**src/rtl/processor_pkg.sv**
```systemverilog
// Shared definitions for the simple processor: opcodes, instruction field
// positions and the fetch sequencer state encoding.
package processor_pkg;

    localparam logic [2:0] OP_MV   = 3'b000;
    localparam logic [2:0] OP_MVT  = 3'b001;
    localparam logic [2:0] OP_ADD  = 3'b010;
    localparam logic [2:0] OP_SUB  = 3'b011;
    localparam logic [2:0] OP_HALT = 3'b111;

    localparam int unsigned OPC_HI   = 15;
    localparam int unsigned OPC_LO   = 13;
    localparam int unsigned IMM_FLAG = 12;
    localparam int unsigned RX_HI    = 11;
    localparam int unsigned RX_LO    = 9;
    localparam int unsigned IMM_HI   = 8;
    localparam int unsigned IMM_LO   = 0;
    localparam int unsigned RY_HI    = 2;
    localparam int unsigned RY_LO    = 0;

    typedef enum logic [2:0] {
        StIdle,
        StFetch,
        StLoad,
        StExec,
        StHalt,
        StErr
    } seq_state_e;

    function automatic logic is_halt(input logic [15:0] instr);
        return instr[OPC_HI:OPC_LO] == OP_HALT;
    endfunction

endpackage

```
**src/rtl/instr_fetch_seq_if.sv**
```systemverilog
// ROM read port and processor issue handshake seen by the fetch sequencer.
interface instr_fetch_seq_if #(
    parameter int unsigned ADDR_W = 8
);
    logic [ADDR_W-1:0] rom_addr;
    logic [15:0]       rom_data;
    logic [15:0]       instruction;
    logic              Run;
    logic              Done;

    modport master (
        output rom_addr,
        output instruction,
        output Run,
        input  rom_data,
        input  Done
    );

    modport slave (
        input  rom_addr,
        input  instruction,
        input  Run,
        output rom_data,
        output Done
    );
endinterface

```
**src/rtl/exec_watchdog.sv**
```systemverilog
// Cycle counter bounding how long an issued instruction may wait for Done.
module exec_watchdog #(
    parameter int unsigned TIMEOUT = 16
) (
    input  logic clock,
    input  logic Rest,
    input  logic clear,
    input  logic enable,
    output logic expired
);
    localparam int unsigned CntW = (TIMEOUT > 1) ? $clog2(TIMEOUT) : 1;
    localparam logic [CntW-1:0] Last = CntW'(TIMEOUT - 1);

    logic [CntW-1:0] cnt_q, cnt_d;

    // Never runs past Last: the sequencer leaves EXEC on Done or on expiry.
    always_comb begin
        cnt_d = '0;
        if (enable && !clear) begin
            cnt_d = cnt_q + CntW'(1);
        end
    end

    always_ff @(posedge clock or negedge Rest) begin
        if (!Rest) begin
            cnt_q <= '0;
        end else begin
            cnt_q <= cnt_d;
        end
    end

    assign expired = enable && (cnt_q == Last);
endmodule

```
**src/rtl/instr_fetch_seq.sv**
```systemverilog
// Instruction fetch sequencer: reads the ROM at pc, issues each instruction
// with Run, waits for Done under a watchdog, and stops on halt or stop request.
module instr_fetch_seq
    import processor_pkg::*;
#(
    parameter int unsigned ADDR_W  = 8,
    parameter int unsigned TIMEOUT = 16
) (
    input  logic              clock,
    input  logic              Rest,
    input  logic              start,
    input  logic              stop,
    instr_fetch_seq_if.master bus,
    output logic [ADDR_W-1:0] pc,
    output logic              busy,
    output logic              halted,
    output logic              err
);
    seq_state_e        state_q, state_d;
    logic [ADDR_W-1:0] pc_q, pc_d;
    logic [15:0]       instr_q, instr_d;
    logic              stop_pending_q, stop_pending_d;
    logic              wd_clear;
    logic              wd_expired;

    // Outputs decode straight from state so Run drops with an async reset.
    assign busy            = (state_q == StFetch) || (state_q == StLoad) || (state_q == StExec);
    assign halted          = (state_q == StHalt);
    assign err             = (state_q == StErr);
    assign pc              = pc_q;
    assign bus.rom_addr    = pc_q;
    assign bus.instruction = instr_q;
    assign bus.Run         = (state_q == StExec);

    always_comb begin
        state_d  = state_q;
        pc_d     = pc_q;
        instr_d  = instr_q;
        wd_clear = 1'b0;
        unique case (state_q)
            StIdle: begin
                if (start) begin
                    state_d = StFetch;
                end
            end
            StFetch: begin
                state_d = StLoad;
            end
            StLoad: begin
                instr_d = bus.rom_data;
                if (is_halt(bus.rom_data)) begin
                    state_d = StHalt;
                end else begin
                    state_d  = StExec;
                    wd_clear = 1'b1;
                end
            end
            StExec: begin
                // Done wins over a simultaneous expiry.
                if (bus.Done) begin
                    pc_d    = pc_q + ADDR_W'(1);
                    state_d = (stop_pending_q || stop) ? StIdle : StFetch;
                end else if (wd_expired) begin
                    state_d = StErr;
                end
            end
            StHalt, StErr: begin
                if (start) begin
                    pc_d    = '0;
                    state_d = StFetch;
                end
            end
            default: begin
                state_d = StIdle;
            end
        endcase
    end

    always_comb begin
        stop_pending_d = stop_pending_q;
        if (state_d == StIdle) begin
            stop_pending_d = 1'b0;
        end else if (busy && stop) begin
            stop_pending_d = 1'b1;
        end
    end

    always_ff @(posedge clock or negedge Rest) begin
        if (!Rest) begin
            state_q        <= StIdle;
            pc_q           <= '0;
            instr_q        <= 16'h0000;
            stop_pending_q <= 1'b0;
        end else begin
            state_q        <= state_d;
            pc_q           <= pc_d;
            instr_q        <= instr_d;
            stop_pending_q <= stop_pending_d;
        end
    end

    exec_watchdog #(
        .TIMEOUT (TIMEOUT)
    ) u_watchdog (
        .clock   (clock),
        .Rest    (Rest),
        .clear   (wd_clear),
        .enable  (state_q == StExec),
        .expired (wd_expired)
    );
endmodule
```
**src/flat_wrapper.sv**
```systemverilog
// flat-port wrapper written by rule: the top's interface ports become plain ports
module instr_fetch_seq_flat import processor_pkg::*;
#(
    parameter int unsigned ADDR_W  = 8,
    parameter int unsigned TIMEOUT = 16
)
  (clock, Rest, start, stop, pc, busy, halted, err, bus_rom_addr, bus_instruction, bus_Run, bus_rom_data, bus_Done);
  instr_fetch_seq_if #(.ADDR_W(ADDR_W)) bus_i ();
  input  logic clock;
  input  logic Rest;
  input  logic start;
  input  logic stop;
  output logic [ADDR_W-1:0] pc;
  output logic busy;
  output logic halted;
  output logic err;
  output wire logic [$bits(bus_i.rom_addr)-1:0] bus_rom_addr;
  output wire logic [$bits(bus_i.instruction)-1:0] bus_instruction;
  output wire logic [$bits(bus_i.Run)-1:0] bus_Run;
  input wire logic [$bits(bus_i.rom_data)-1:0] bus_rom_data;
  input wire logic [$bits(bus_i.Done)-1:0] bus_Done;
  assign bus_rom_addr = bus_i.rom_addr;
  assign bus_instruction = bus_i.instruction;
  assign bus_Run = bus_i.Run;
  assign bus_i.rom_data = bus_rom_data;
  assign bus_i.Done = bus_Done;
  instr_fetch_seq #(.ADDR_W(ADDR_W), .TIMEOUT(TIMEOUT)) u_core (.clock(clock), .Rest(Rest), .start(start), .stop(stop), .bus(bus_i), .pc(pc), .busy(busy), .halted(halted), .err(err));
endmodule
```
**config.mk**
```make
export PLATFORM = sky130hd
export DESIGN_NAME = instr_fetch_seq_flat
export DESIGN_NICKNAME = d
export VERILOG_FILES = /design/src/rtl/processor_pkg.sv /design/src/rtl/instr_fetch_seq_if.sv /design/src/rtl/exec_watchdog.sv /design/src/rtl/instr_fetch_seq.sv /design/src/flat_wrapper.sv
export SDC_FILE = /design/constraint.sdc
export NUM_CORES = 1
export LEC_CHECK = 0
export BUFFER_PORTS_ARGS = -buffer_cell sky130_fd_sc_hd__buf_2
export CAP_MARGIN = 20
export CORE_UTILIZATION = 52
export DETAILED_ROUTE_END_ITERATION = 6
export PLACE_DENSITY_LB_ADDON = 0.12
export SKIP_CTS_REPAIR_TIMING = 1
export SLEW_MARGIN = 20
export SYNTH_ARGS = -nofsm -noshare
export SYNTH_HDL_FRONTEND = slang
export SYNTH_SLANG_ARGS = --single-unit
export TNS_END_PERCENT = 30
```
**constraint.sdc**
```tcl
create_clock -name clock -period 3.4 [get_ports clock]
set_input_delay 0.68 -clock clock [delete_from_list [all_inputs] [get_ports clock]]
set_output_delay 0.68 -clock clock [all_outputs]
set_load 0.05 [all_outputs]
```
Word-level counts from Yosys, hierarchy flattened
Index checks and enable logic that the tools add are counted.
- register bits after elaboration: 32
- bits of input ports: 21
- output and inout bits: 36
- $add $sub $neg: 2
- equality and inequality tests: 9
- mux-type cells: 14
- reductions and logical operators: 14
- operators by type and width (cell ; count):
    8-bit two-way mux ; 2
    8-bit case mux with 2 select lines ; 1
    3-bit two-way mux ; 4
    3-bit case mux with 4 select lines ; 1
    3-bit equality test (second input constant) ; 3
    8-bit by 1-bit adder with 8-bit output (second input constant) ; 1
    3-bit by 2-bit equality test with 1-bit output (second input constant) ; 2
    3-bit logical NOT ; 2
    1-bit two-way mux ; 5
    4-bit by 1-bit adder with 4-bit output (second input constant) ; 1
    4-bit equality test (second input constant) ; 1
    4-bit two-way mux ; 1
    2-bit inequality test (second input constant) ; 2
    2-bit nonzero test ; 2
    3-bit by 1-bit equality test with 1-bit output (second input constant) ; 1
    1-bit logical AND ; 3
    1-bit logical OR ; 3
    3-bit AND reduction ; 1
    3-bit OR reduction ; 1
    2-bit OR reduction ; 1
    1-bit logical NOT ; 1

Logic depth before layout (Yosys ltp)
- word-level depth: 7
- gate-level depth with buffers: 5

Hierarchy
Synthesis repeated with hierarchy kept, for this count alone.
- cell total of the unflattened synthesis: 138
- area, all modules: 1572.8 um2
- modules (own cells, without submodules) (module ; instances ; cells an instance ; area an instance (um2)):
    instr_fetch_seq ; 1 ; 122 ; 1387.6
    exec_watchdog ; 1 ; 16 ; 185.2

Worst setup path after synthesis
Ideal clock, no wire load.
- path type: reg2out
- start: register u_core.state_q[0]
- end: output busy
- arrival time: 1372 ps
- path slack: 1348 ps
- stages on the path, launching flop included: 4
- buffers on the path: 1
- cells stage by stage: dfrtp_1 > buf_2 > nor2_1 > nor2_1
- word-level cells in the longest chain between the ends: 3
- elaborated cells between the ends (all ways): 5
- those cells by class: 3 x eq/ne; 2 x reduce/logical
- RTL lines (item ; line ; source):
    from (decl) ; instr_fetch_seq.sv:19 ; seq_state_e state_q, state_d;
    from (signal assigned) ; instr_fetch_seq.sv:90 ; state_q <= StIdle;
    from (signal assigned) ; instr_fetch_seq.sv:95 ; state_q <= state_d;
    3-bit by 1-bit equality test with 1-bit output or 3-bit by 2-bit equality test with 1-bit output (tied branches) ; instr_fetch_seq.sv:27 ; assign busy = (state_q == StFetch) || (state_q == StLoad) || (state_q == StExec);
    1-bit logical OR ; instr_fetch_seq.sv:27 ;
    1-bit logical OR (*) ; instr_fetch_seq.sv:27 ;
    to (decl) ; flat_wrapper.sv:14 ; output logic busy;
Mark *: on every way between the ends. The rest lies on a longest branch, timed or not.

Worst setup path in the final report
- start: register u_core.state_q[1]
- end: output bus_Run
- word-level cells in the longest chain between the ends: 1
- RTL lines (item ; line ; source):
    3-bit by 2-bit equality test with 1-bit output ; instr_fetch_seq.sv:33 ; assign bus.Run = (state_q == StExec);
    to (decl) ; flat_wrapper.sv:19 ; output wire logic [$bits(bus_i.Run)-1:0] bus_Run;
No other way between the ends.

==> flow_metrics.py <==
metrics = {
    "sta": {
        "tns_ns": 0,
        "max_slew_margin_pct": 52.9,
        "setup_viol_count_final": 0,
        "hold_violations": 0,
        "min_period_over_period_pct": 67.6,
        "fmax_ghz": 0.435,
        "layout_min_cycle_time_ns": 2.30,
        "final_max_slew_viol_count": 0,
        "rsz0062_at_grt": "no",
        "worst_pin_slew_ns": 0.706,
        "finClkSkew_ns": 0.00767,
    },
    "cells_and_area": {
        "final_cells": 212,
        "fin_util_pct": 65.9,
        "area_growth_pct": 19.9,
        "layout_commonest_cell": "buf_2",
        "n_antenna_cell": 0,
        "nFillCells": 229,
        "drive_above_1_share_pct": 44.8,
        "finish.net_count": 204,
        "fin_area_um2": 1820,
        "mostFrequentLayoutCells": "56 x buf_2, 32 x dfrtp_1, 16 x mux2_2",
    },
    "pwr": {
        "power_mw": 1.98,
        "ir_drop_v": 0.000844,
        "p_leak_nw": 0.946,
        "power.density_nw_per_um2": 1090,
    },
    "global_route": {
        "track_usage_pct": 19.9,
        "grt_antenna_before_repair": 0,
        "grt_max_degree": 33,
        "gr-total-overflow": 0,
        "grt_pass1_vias": 1136,
        "grt_pass1_wl_um": 4890,
    },
    "critical_path": {
        "critical_path_class": "reg -> out",
        "path_max_fanout": 10,
        "required_ns": 2.72,
        "cp-end-kind": "primary output",
        "crit_path_start_kind": "register",
        "critPathArrivalTime_ns": 1.62,
    },
    "clock_network": {
        "numCtsBuffers": 5,
        "root_buffer": "clkbuf_4",
        "clkSinkCount": 32,
        "htreeDepth": 2,
        "insertion_delay_ns": 0.32,
        "cts_tree": "yes",
        "clk_transition_reported_paths_ns": 0.09,
        "clockBufferDepth": 2,
    },
    "logic_synthesis": {
        "synth.distinct_cells": 35,
        "ys.warnings.count": 0,
        "syn_inst": 130,
        "syn_area_per_cell_um2": 11.7,
        "synth_top_cell_by_area": "dfrtp_1",
        "synth_seq_cells": 32,
        "syn_area_um2": 1520,
        "synth_edf_count": 0,
        "synthArstFlopShare_pct": 100,
        "synth_top_area_share_pct": 52.8,
        "synth.net_count": 153,
        "ys.flop_type": "dfrtp_1",
        "synth-seq-area-share_pct": 52.8,
        "ys_top_cells_by_area": "dfrtp_1 53%, mux2_2 12%, buf_4 4.5%",
    },
    "placement": {
        "gp_congestion": 0.861,
        "dp_hpwl_um": 2080,
        "dp.cells": 205,
        "port_buffers": 56,
        "place_area_um2": 1750,
    },
    "drt": {
        "antenna_left": 0,
        "vias_per_cell": 5.54,
        "routed_wl_um": 2850,
        "dr.first_iter.drc_count": 40,
        "first_pass_iters": 4,
        "wire_per_inst_um": 13.4,
        "vias": 1175,
        "drc": 0,
    },
    "die": {
        "start_util_pct": 54.9,
        "coreArea_um2": 2760,
        "die_w_um": 56.0,
        "io_pins": 57,
        "rows": 19,
        "die_area_um2": 3130,
        "die_h_um": 56.0,
    },
    "worst_hold_path": {
        "min_path_type": "in -> async",
    },
    "flow_run": {
        "max_cap_viol_count": 0,
    },
    "run_status": {
        "status": "complete, no violations",
    },
}
routing by layer:
metal	part of all wire [%]	routed length, µm	track usage [%]
met1	44	1250	24.8
met2	48	1380	32.5
met3	6.1	174	5.35
met4	1.7	48	8.71
met5	0	0	0
power breakdown:
part / switching (mW) / total [mW] / internal (mW)
Sequential: 0.140 / 0.669 / 0.529
Combinational: 0.762 / 1.07 / 0.311
Clock: 0.119 / 0.236 / 0.117
Total: 1.02 / 1.98 / 0.957
per-stage QoR:
step | worst slack, ns | hold slack [ns]
global placement | 1.52 | 0.453
global route | 0.913 | 0.444
detailed placement | 1.45 | 0.480
CTS | 1.08 | 0.406
finish | 1.10 | 0.398
floorplan | 1.35 | 0.384
synthesized netlist by cell type, types with 2 or more instances:
| library cell | count |
|---|---|
| a31oi_1 | 2 |
| and3_1 | 2 |
| and4b_1 | 2 |
| buf_2 | 3 |
| buf_4 | 9 |
| dfrtp_1 | 32 |
| ha_1 | 2 |
| inv_1 | 6 |
| mux2_2 | 16 |
| mux2i_1 | 4 |
| nand2_1 | 9 |
| nand2b_1 | 3 |
| nand3_1 | 5 |
| nand4_1 | 3 |
| nor2_1 | 7 |
| nor3_1 | 2 |
| o21ai_0 | 4 |
| o22ai_1 | 2 |
path summary, 6_finish.rpt:
path                            cells past startpoint                        from  slack [ns]                    endpoint
worst max-delay path                                4           u_core.state_q[1]        1.10                     bus_Run
worst min-delay path                                1                        Rest        0.40  u_core.u_watchdog.cnt_q[0]
worst max register to register                      3           u_core.state_q[2]        1.82   u_core.bus.instruction[5]
worst min register to register                      1  u_core.u_watchdog.cnt_q[0]        0.48  u_core.u_watchdog.cnt_q[0]
max in group asynchronous                           1                        Rest        2.55  u_core.bus.instruction[13]
min in group clock                                  1  u_core.u_watchdog.cnt_q[0]        0.48  u_core.u_watchdog.cnt_q[0]
kinds of logic (layout without fill, tap and decap cells):
family,count (synthesis),after routing,share of synthesized area [%]
AOI/OAI and AO/OA,18,18,8.34
buffers and inverters,18,69,6.94
adders and majority gates,2,2,1.65
and+or+nand+nor,38,38,14.5
muxes,20,20,14.5
xor gates and xnor gates,2,2,1.16
DFF,32,32,52.8
layout make-up:
| type | count | area (µm²) | area share [%] |
|---|---|---|---|
| Multi-Input combinational cell | 80 | 609 | 33.5 |
| Timing Repair Buffer | 56 | 280 | 15.4 |
| Tap cell | 31 | 38.8 | 2.13 |
| Inverter | 6 | 22.5 | 1.24 |
| Sequential cell | 32 | 801 | 44.1 |
| Clock buffer | 7 | 65.1 | 3.58 |
critical path: stages, from the launching register on:
cell     delay (ns)
dfrtp_1        0.53
nor2b_1        0.28
nand2_1        0.15
inv_1          0.08
buf_2          0.25
sequential cells by signal (all words and copies together), names as in the netlist:
name and cells:
u_core.bus.instruction 16, u_core.bus.rom_addr 8, u_core.stop_pending_q 1, u_core.state_q 3, u_core.u_watchdog.cnt_q 4
No activity file was read; power rests on OpenSTA's default activity.
